[src/rtl/down_counter_load_timer_if.sv]
// Control and status bundle for the loadable down-counter timer.
// The master drives the controls and the slave (the timer) returns the status.
interface down_counter_load_timer_if #(
   parameter int unsigned BITS = 4
);
   logic            load;
   logic [BITS-1:0] load_val;
   logic            start;
   logic            en;
   logic            auto_reload;
   logic [BITS-1:0] q;
   logic            tc;
   logic            busy;
   logic            done;

   modport master (
      output load, load_val, start, en, auto_reload,
      input  q, tc, busy, done
   );

   modport slave (
      input  load, load_val, start, en, auto_reload,
      output q, tc, busy, done
   );
endinterface

[src/rtl/down_counter_load_timer.sv]
// Programmable interval/timeout timer: counts a loaded value down to zero,
// pulses tc at expiry, then either reloads (periodic) or parks in DONE (one-shot).
module down_counter_load_timer #(
   parameter int unsigned BITS = 4
) (
   input  logic                          clk,
   input  logic                          reset_n,
   down_counter_load_timer_if.slave      bus
);

   typedef enum logic [1:0] {
      IDLE = 2'd0,
      RUN  = 2'd1,
      DONE = 2'd2
   } state_e;

   state_e          state_q, state_d;
   logic [BITS-1:0] q_q, q_d;
   logic [BITS-1:0] reload_q, reload_d;
   logic            tc_q, tc_d;
   logic            busy_q, busy_d;
   logic            done_q, done_d;

   // State and output registers.
   always_ff @(posedge clk or negedge reset_n) begin
      if (!reset_n) begin
         state_q  <= IDLE;
         q_q      <= '0;
         reload_q <= '0;
         tc_q     <= 1'b0;
         busy_q   <= 1'b0;
         done_q   <= 1'b0;
      end else begin
         state_q  <= state_d;
         q_q      <= q_d;
         reload_q <= reload_d;
         tc_q     <= tc_d;
         busy_q   <= busy_d;
         done_q   <= done_d;
      end
   end

   // Next state: load beats start, start beats counting.
   always_comb begin
      state_d  = state_q;
      q_d      = q_q;
      reload_d = reload_q;
      tc_d     = 1'b0;

      if (bus.load) begin
         q_d      = bus.load_val;
         reload_d = bus.load_val;
         state_d  = IDLE;
      end else if (bus.start && (state_q != RUN)) begin
         state_d = RUN;
      end else if ((state_q == RUN) && bus.en) begin
         if (q_q != '0) begin
            q_d = q_q - BITS'(1);
         end else begin
            // Expiry: zero is held one enabled cycle before tc fires.
            tc_d = 1'b1;
            if (bus.auto_reload) begin
               q_d = reload_q;
            end else begin
               state_d = DONE;
            end
         end
      end

      busy_d = (state_d == RUN);
      done_d = (state_d == DONE);
   end

   assign bus.q    = q_q;
   assign bus.tc   = tc_q;
   assign bus.busy = busy_q;
   assign bus.done = done_q;

endmodule

[src/flat_wrapper.sv]
// flat-port wrapper written by rule: the top's interface ports become plain ports
module down_counter_load_timer_flat 
#(
   parameter int unsigned BITS = 4
)
  (clk, reset_n, bus_load, bus_load_val, bus_start, bus_en, bus_auto_reload, bus_q, bus_tc, bus_busy, bus_done);
  down_counter_load_timer_if #(.BITS(BITS)) bus_i ();
  input  logic clk;
  input  logic reset_n;
  input wire logic [$bits(bus_i.load)-1:0] bus_load;
  input wire logic [$bits(bus_i.load_val)-1:0] bus_load_val;
  input wire logic [$bits(bus_i.start)-1:0] bus_start;
  input wire logic [$bits(bus_i.en)-1:0] bus_en;
  input wire logic [$bits(bus_i.auto_reload)-1:0] bus_auto_reload;
  output wire logic [$bits(bus_i.q)-1:0] bus_q;
  output wire logic [$bits(bus_i.tc)-1:0] bus_tc;
  output wire logic [$bits(bus_i.busy)-1:0] bus_busy;
  output wire logic [$bits(bus_i.done)-1:0] bus_done;
  assign bus_i.load = bus_load;
  assign bus_i.load_val = bus_load_val;
  assign bus_i.start = bus_start;
  assign bus_i.en = bus_en;
  assign bus_i.auto_reload = bus_auto_reload;
  assign bus_q = bus_i.q;
  assign bus_tc = bus_i.tc;
  assign bus_busy = bus_i.busy;
  assign bus_done = bus_i.done;
  down_counter_load_timer #(.BITS(BITS)) u_core (.clk(clk), .reset_n(reset_n), .bus(bus_i));
endmodule
[config.mk]
export PLATFORM = sky130hd
export DESIGN_NAME = down_counter_load_timer_flat
export DESIGN_NICKNAME = d
export VERILOG_FILES = /design/src/rtl/down_counter_load_timer_if.sv /design/src/rtl/down_counter_load_timer.sv /design/src/flat_wrapper.sv
export SDC_FILE = /design/constraint.sdc
export NUM_CORES = 1
export LEC_CHECK = 0
export CAP_MARGIN = 20
export CORE_UTILIZATION = 41
export DETAILED_ROUTE_END_ITERATION = 8
export PLACE_DENSITY = 0.68
export SYNTH_ARGS = -nofsm -noshare
export SYNTH_HDL_FRONTEND = slang
export SYNTH_SLANG_ARGS = --single-unit
[constraint.sdc]
create_clock -name clk -period 1.5 [get_ports clk]
set_input_delay 0.15 -clock clk [delete_from_list [all_inputs] [get_ports clk]]
set_output_delay 0.15 -clock clk [all_outputs]
set_load 0.01 [all_outputs]
Yosys cells after proc, flatten, opt, wreduce, memory -nomap -nowiden
Cells that the tools add are included.
{ "totals": {"reg_bits": 13} }
{ "op_classes": {"addsub": 1, "eq_ne": 5, "n_mux": 14, "n_reduce_logical": 6} }
{ "ops": {"columns": ["op", "count"], "rows": [
  ["4-bit 2-to-1 mux", 5],
  ["2-bit 2-to-1 mux", 5],
  ["2-bit by 1-bit == test with 1-bit output, second input constant", 2],
  ["1-bit 2-to-1 mux", 4],
  ["4-bit nonzero test", 1],
  ["4-bit by 1-bit subtractor with 4-bit output, second input constant", 1],
  ["3-bit AND reduction", 1],
  ["3-bit nonzero test", 1],
  ["2-bit == test, second input constant", 1],
  ["1-bit logical AND", 2],
  ["2-bit by 1-bit != test with 1-bit output, second input constant", 1],
  ["2-bit != test, second input constant", 1],
  ["2-bit nonzero test", 1]
]} }

Depth between registers and ports, before layout
Gate-level depths: netlist of the first run.
{ "depth": {"depth_word": 6, "mapped_depth": 5, "ltp_nobuf": 5} }

Worst setup path after synthesis of the first run
OpenSTA, ideal clock, no wires.
{ "synth_timing": {"path_kind": "flip-flop to flip-flop", "startpoint": "reg u_core.q_q[0] (netlist: u_core.bus.q[0])", "endpoint": "reg u_core.q_q[1] (netlist: u_core.bus.q[1])", "setup_ps": 80, "arrival_time_ps": 1548, "slack_ps": -128, "path_stages_with_launch": 6, "n_path_buf": 0, "synth_period_minus_slack_ps": 1628, "cell_sequence": "dfrtp_1 -> inv_1 -> ha_1 -> or3b_4 -> mux2_4 -> o211ai_2"} }
{ "synth_via": {"elab_chain_len": 5} }
{ "synth_rtl": {"columns": ["item", "line_no", "text"], "rows": [
  ["start: declaration", "down_counter_load_timer.sv:18", "logic [BITS-1:0] q_q, q_d;"],
  ["start signal: assignment", "down_counter_load_timer.sv:35", "q_q <= q_d;"],
  ["4-bit by 1-bit subtractor with 4-bit output or 4-bit nonzero test (tied branches)", "down_counter_load_timer.sv:58, down_counter_load_timer.sv:57", null],
  ["4-bit 2-to-1 mux", "down_counter_load_timer.sv:57", "if (q_q != '0) begin"],
  ["4-bit 2-to-1 mux", "down_counter_load_timer.sv:56", "end else if ((state_q == RUN) && bus.en) begin"],
  ["4-bit 2-to-1 mux", "down_counter_load_timer.sv:54", "end else if (bus.start && (state_q != RUN)) begin"],
  ["4-bit 2-to-1 mux", "down_counter_load_timer.sv:50", "if (bus.load) begin"]
]} }
Several ways; a longest one is shown, not always the timed one. The select of a mux whose other input is x is not followed.
A chain may end at the register's enable or synchronous reset.

Worst setup path in the final report of the first run
Ends and elaborated chain as after synthesis.

==> run summary, run 1 <==
Outcome = complete, but fails checks
Failing checks = setup timing
Power Dens Cells = 868 nW/um^2
Fin Hold WS = 0.146 ns
Setup Skew = 0.0108 ns
Horiz. Die Dim = 42.4 um
Register area share after synthesis = 0.487
Number of global-route vias before repair = 586
Largest net degree at the start of global routing = 18
Synthesis-to-finish area growth = 47.6%
Post-synth top flop = dfrtp_1
Yosys cell types = 29
Seq pwr share = 0.465
Hold crit path type = primary input to async pin
Clk pwr share = 0.273
Minimum clock period = 1.53 ns
Max_slew headroom = 0.715
Total power = 856 uW
First-pass GRT wire length = 2520 um
Compound-cell area share of the yosys netlist = 0.200
Htree depth = 1
Post-DP HPWL = 1050 um
FILL cells = 133
Syn_nets = 79
Slew @ Worst Pin = 0.422 ns
Fmax = 655 MHz
Mux contribution to synthesized area = 0.0393
Longest Clk Path Bufs = 2
Num rows = 14
Multi-input gate area = 352 um^2
Simple-gate portion of the synthesized area = 0.204
CP max stage delay = 0.42 ns
Switching Fraction = 0.294
Count leader, synth = dfrtp_1
WP data arrival = 1.75 ns
CTS sink count = 13
Setup Crit Path Kind = register to register
Die height = 42.4 um
Largest family of logic cells by synthesized area = simple AND/OR/NAND/NOR gates
FF/Latch Area = 327 um^2
Fin. max-slew vios = 0
Cell family with most CP delay = flip-flops
GPL Wtd Cong = 0.852
Register bit total from synthesis = 13
Routed Antenna Nets = 0
Ranking of synthesized cells by area = dfrtp_1, o21ai_0, inv_1
Net Sw Power = 251 uW
Leading area contributor after synthesis = dfrtp_1
CP startpoint kind = register
Cell count after synthesis = 68
I/O Pins = 17
Fraction of registers with async set/reset = 1.00
Antenna cells = 0
DRT Pass-1 Iters = 4
Avg WL per Cell = 13.6 um
Synth Cell Area = 668 um^2
CP required = 1.72 ns
Overall routing resource usage = 0.192
Cell Chain, Critical Path = inv_2 -> ha_4 -> or3b_4 -> mux2_4 -> o211ai_2
Layout Nets = 108
RSZ-0062 raised after global routing = yes
Worst R2R Setup Slack = -0.03 ns
GRT overflow = 0
Synth top cells by count = dfrtp_1, inv_1, o21ai_0
CP endpoint kind = register
Vias per cell = 5.24
Residual DRC count = 0
Internal power = 605 uW
Synth Area in XOR/XNOR = 0
Crit path buffers/inverters = 1
Total Wirelength = 1520 um
Slowest cell on crit path = dfrtp_2
Post-synthesis average cell area = 9.83 um^2
Number of buffers created by CTS = 3
Crit share post-route = 1.02
Worst setup margin = -0.0274 ns
Worst-path clk slew = 0.09 ns
Worst Path Max Fanout = 5
Worst vdd ir = 0.000668 V
Synthesis Warnings = 0
Vias = 587
Comb power frac = 0.262
Layout cells sized above 1 = 0.260
CTS Root Buffer Type = clkbuf_4
DP Area = 912 um^2
IO Port Bufs = 16
EDFF count, synth = 0
Synth top area share = 0.487
Hold buffers post-CTS = 0
TritonCTS clock tree = built
Core area = 1510 um^2
Fin area = 986 um^2
Leakage = 0.428 nW
Initial Utilization = 0.444
Total die area = 1800 um^2
Max Cap Violations = 0
Endpoints failing setup = 2
Final Hold Viols = 0
Worst skew pair latency = 0.29 ns
Initial antenna violation count = 0
DR iter-0 viols = 9
Post-Synth Adder-Cell Area = 0.0187
cell usage in the layout (no fill, tap or decap), drive strengths merged:
cell,count
or3b,1
o211ai,4
o311a,1
ha,1
or3,2
and2,1
nor2b,4
a21oi,3
nor2,2
nor4b,1
nand2b,3
nand2,5
dfrtp,13
a31oi,1
o41ai,1
dlymetal6s2s,1
clkdlybuf4s50,13
nand3b,1
o21ai,7
nor3,2
a21o,1
a221oi,1
mux2,2
o31ai,1
dlygate4sd2,2
buf,10
inv,7
clkbuf,4
nor4bb,1
state kept, by name, summed over array words and instances, names as in the netlist:
register and flops:
u_core.bus.busy 1, u_core.bus.q 4, u_core.reload_q 4, u_core.bus.tc 1, u_core.state_q 2, u_core.bus.done 1
final cells by class:
cell class | count | share of cell area
Multi-Input combinational cell | 46 | 0.357
Sequential cell | 13 | 0.331
Timing Repair Buffer | 26 | 0.239
Clock buffer | 4 | 0.0266
Inverter | 7 | 0.0266
Tap cell | 16 | 0.0203
power by group through the flow:
stage	registers, mW	logic (mW)	clock network (mW)
2_1_floorplan	0.412	0.0902	0
3_3_place_gp	0.400	0.213	0
3_5_place_dp	0.400	0.214	0
4_1_cts	0.396	0.219	0.230
5_1_grt	0.401	0.248	0.239
6_report	0.398	0.224	0.234
final timing paths:
check	startpoint	end	cells past startpoint
hold / removal	reset_n	u_core.reload_q[3]$_DFFE_PN0P_	2
setup / recovery	u_core.bus.q[0]$_DFFE_PN0P_	u_core.bus.q[1]$_DFFE_PN0P_	5
max in group asynchronous	reset_n	u_core.bus.q[0]$_DFFE_PN0P_	2
setup reg to reg	u_core.bus.q[0]$_DFFE_PN0P_	u_core.bus.q[1]$_DFFE_PN0P_	5
hold reg to reg	u_core.reload_q[3]$_DFFE_PN0P_	u_core.reload_q[3]$_DFFE_PN0P_	2
min in group clk	bus_load_val[3]	u_core.reload_q[3]$_DFFE_PN0P_	3
logic make-up (layout without fill, tap and decap cells):
family	count (synthesis)	after routing
buffers and inverters	9	37
adders and majority gates	1	1
muxes	2	2
DFF	13	13
and+or+nand+nor	23	23
AOI/OAI and AO/OA	20	20
metrics by stage:
step           std cells   util  setup TNS (ns)  setup slack, ns
6_report             112  0.654         -0.0461          -0.0274
2_1_floorplan         68      -          -0.268          -0.0980
3_3_place_gp         107  0.605          -0.106          -0.0439
4_1_cts              111  0.635         -0.0916          -0.0487
5_1_grt              112  0.654          -0.223          -0.0816
3_5_place_dp         107  0.605          -0.229          -0.0808
per-layer routing:
| metal | vias to the layer above | GRT usage | share of wire |
|---|---|---|---|
| met5 | - | 0 | 0 |
| met3 | 4 | 0.0302 | 0.035 |
| met1 | 275 | 0.273 | 0.49 |
| li1 | 296 | - | - |
| met4 | 0 | 0.131 | 0.020 |
| met2 | 12 | 0.265 | 0.45 |
timing repair:
item	4_1_cts	5_1_grt
buffers inserted	0	1
pin swaps	1	1
gates resized for setup	7	4
setup endpoints to repair	5	7
worst reg2reg max path: cells and delay by family, from the launching register on:
kind / cells / cell delay, ns
flip-flops: 1 / 0.42
AND/OR/NAND/NOR: 1 / 0.41
multiplexers: 1 / 0.32
AO/OA/AOI/OAI: 1 / 0.14
adder cells (fa/ha/maj): 1 / 0.11
buffers and inverters: 1 / 0.06
Power figures use the tool's default switching activity.
==> run 2: changes to the inputs <==
- ABC_CLOCK_PERIOD_IN_PS: unset -> 1500
- CORE_MARGIN: unset -> 2
==> run 2 against run 1 <==
First-iteration DRC count rose by 11%. The run still ends with setup timing left. Critical path depth did not move. Clock skew fell by 0.0037 ns. Final cell count rose by 0.89%. Power barely moved. Clock power fell by 12%. Non-clock buffer count rose by 1. Hold slack improved by 0.034 ns. Via count rose by 9.4%. Global-route usage rose by 0.71 points. Fmax fell by 1.6%. Sequential power barely moved.
==> run summary, run 2 (synthesized netlist as in run 1, its figures left out) <==
Number of buffers created by CTS = 3 (unchanged)
Setup Skew = 0.00709 ns (was 0.0108 ns)
FF/Latch Area = 328 um^2 (was 327 um^2)
Outcome = complete, but fails checks (unchanged)
IO Port Bufs = 16 (unchanged)
Setup TNS = -0.0520 ns (was -0.0461 ns)
DP Area = 912 um^2 (unchanged)
Initial Utilization = 0.438 (was 0.444)
CP required = 1.69 ns (was 1.72 ns)
CTS Root Buffer Type = clkbuf_4 (unchanged)
TritonCTS clock tree = built (unchanged)
Leakage = 0.442 nW (was 0.428 nW)
Vias = 642 (was 587)
Worst-path clk slew = 0.08 ns (was 0.09 ns)
Total die area = 1970 um^2 (was 1800 um^2)
Endpoints failing setup = 1 (was 2)
CP endpoint kind = register (unchanged)
Setup Crit Path Kind = register to register (unchanged)
Overall routing resource usage = 0.199 (was 0.192)
Residual DRC count = 0 (unchanged)
Fmax = 644 MHz (was 655 MHz)
Final Hold Viols = 0 (unchanged)
Crit share post-route = 1.03 (was 1.02)
Dpl ws = -0.209 ns (was -0.0808 ns)
FILL cells = 133 (unchanged)
I/O Pins = 17 (unchanged)
Initial antenna violation count = 0 (unchanged)
Htree depth = 1 (unchanged)
Core area = 1520 um^2 (was 1510 um^2)
Longest Clk Path Bufs = 2 (unchanged)
Post-layout util = 0.669 (was 0.654)
Routed Antenna Nets = 0 (unchanged)
Number of global-route vias before repair = 624 (was 586)
WP data arrival = 1.74 ns (was 1.75 ns)
Vias per cell = 5.68 (was 5.24)
Fin Hold WS = 0.180 ns (was 0.146 ns)
Antenna cells = 0 (unchanged)
Layout cells sized above 1 = 0.299 (was 0.260)
Minimum clock period = 1.55 ns (was 1.53 ns)
CTS sink count = 13 (unchanged)
Worst setup margin = -0.0520 ns (was -0.0274 ns)
Fin area = 1020 um^2 (was 986 um^2)
RSZ-0062 raised after global routing = yes (unchanged)
Post-DP HPWL = 1170 um (was 1050 um)
Largest net degree at the start of global routing = 18 (unchanged)
Power Dens Cells = 839 nW/um^2 (was 868 nW/um^2)
Num rows = 14 (unchanged)
Horiz. Die Dim = 44.4 um (was 42.4 um)
GPL Wtd Cong = 0.855 (was 0.852)
DRT Pass-1 Iters = 4 (unchanged)
Layout Nets = 109 (was 108)
Max Cap Violations = 0 (unchanged)
CP startpoint kind = register (unchanged)
Multi-input gate area = 372 um^2 (was 352 um^2)
Synthesis-to-finish area growth = 52.6% (was 47.6%)
Total Wirelength = 1650 um (was 1520 um)
Die height = 44.4 um (was 42.4 um)
Failing checks = setup timing (unchanged)
Fin. max-slew vios = 0 (unchanged)
First-pass GRT wire length = 2780 um (was 2520 um)
Commonest non-fill, non-tap cell in the layout = clkdlybuf4s50_1 (unchanged)
GRT overflow = 0 (unchanged)
DR iter-0 viols = 10 (was 9)
Max_slew headroom = 0.700 (was 0.715)
Commonest non-fill, non-tap cells in the layout = clkdlybuf4s50_1, buf_4, dfrtp_1 (was clkdlybuf4s50_1, dfrtp_1, buf_4)
Avg WL per Cell = 14.6 um (was 13.6 um)
Worst skew pair latency = 0.27 ns (was 0.29 ns)
Hold crit path type = primary input to async pin (unchanged)
Slew @ Worst Pin = 0.444 ns (was 0.422 ns)
Worst vdd ir = 0.000493 V (was 0.000668 V)
Worst Path Max Fanout = 5 (unchanged)
## run 2: critical path, cell delays in order, from the launching register on
cell and delay, ns:
dfrtp_2 0.41, inv_2 0.07, ha_4 0.12, or3b_4 0.42, mux2_4 0.32, o211ai_2 0.14
## run 2: repair_timing
| item | CTS | global route |
|---|---|---|
| pin swaps | 1 | 1 |
| hold buffers | 0 | 0 |
| setup endpoints to repair | 9 | 10 |
| setup buffers | 1 | 1 |
| resized for setup | 6 | 8 |
## run 2: through the flow
step | instances | power (mW)
CTS | 112 | 0.844
detailed placement | 107 | 0.619
finish | 113 | 0.856
floorplan | 68 | 0.502
global placement | 107 | 0.614
global route | 113 | 0.908
## run 2: routing by layer
metal,share of wire,GRT usage,wire length [um]
met5,0,0,0
met4,0.022,0.0364,36
met3,0.061,0.0735,100
met2,0.47,0.335,777
met1,0.45,0.246,733
## run 2: final timing paths
check	depth (start not counted)	endpoint	slack (ns)	start
max	5	u_core.bus.q[1]$_DFFE_PN0P_	-0.05	u_core.bus.q[0]$_DFFE_PN0P_
min	2	u_core.reload_q[3]$_DFFE_PN0P_	0.18	reset_n
max reg2reg	5	u_core.bus.q[1]$_DFFE_PN0P_	-0.05	u_core.bus.q[0]$_DFFE_PN0P_
min reg2reg	2	u_core.reload_q[3]$_DFFE_PN0P_	0.54	u_core.reload_q[3]$_DFFE_PN0P_
max in group asynchronous	2	u_core.bus.q[0]$_DFFE_PN0P_	1.13	reset_n
min in group clk	3	u_core.reload_q[2]$_DFFE_PN0P_	0.46	bus_load_val[2]
## run 2: report_power, final
group          total [mW]  internal [mW]  switching, mW
Sequential          0.398          0.378         0.0197
Combinational       0.252          0.136          0.116
Clock               0.206          0.103          0.103
## run 2: area by class of cell
class | instances | share of cell area
well taps | 16 | 0.0196
clock buffers | 4 | 0.0258
multi-input cells | 46 | 0.364
repair buffers | 27 | 0.243
inverters | 7 | 0.0258
flip-flops and latches | 13 | 0.321
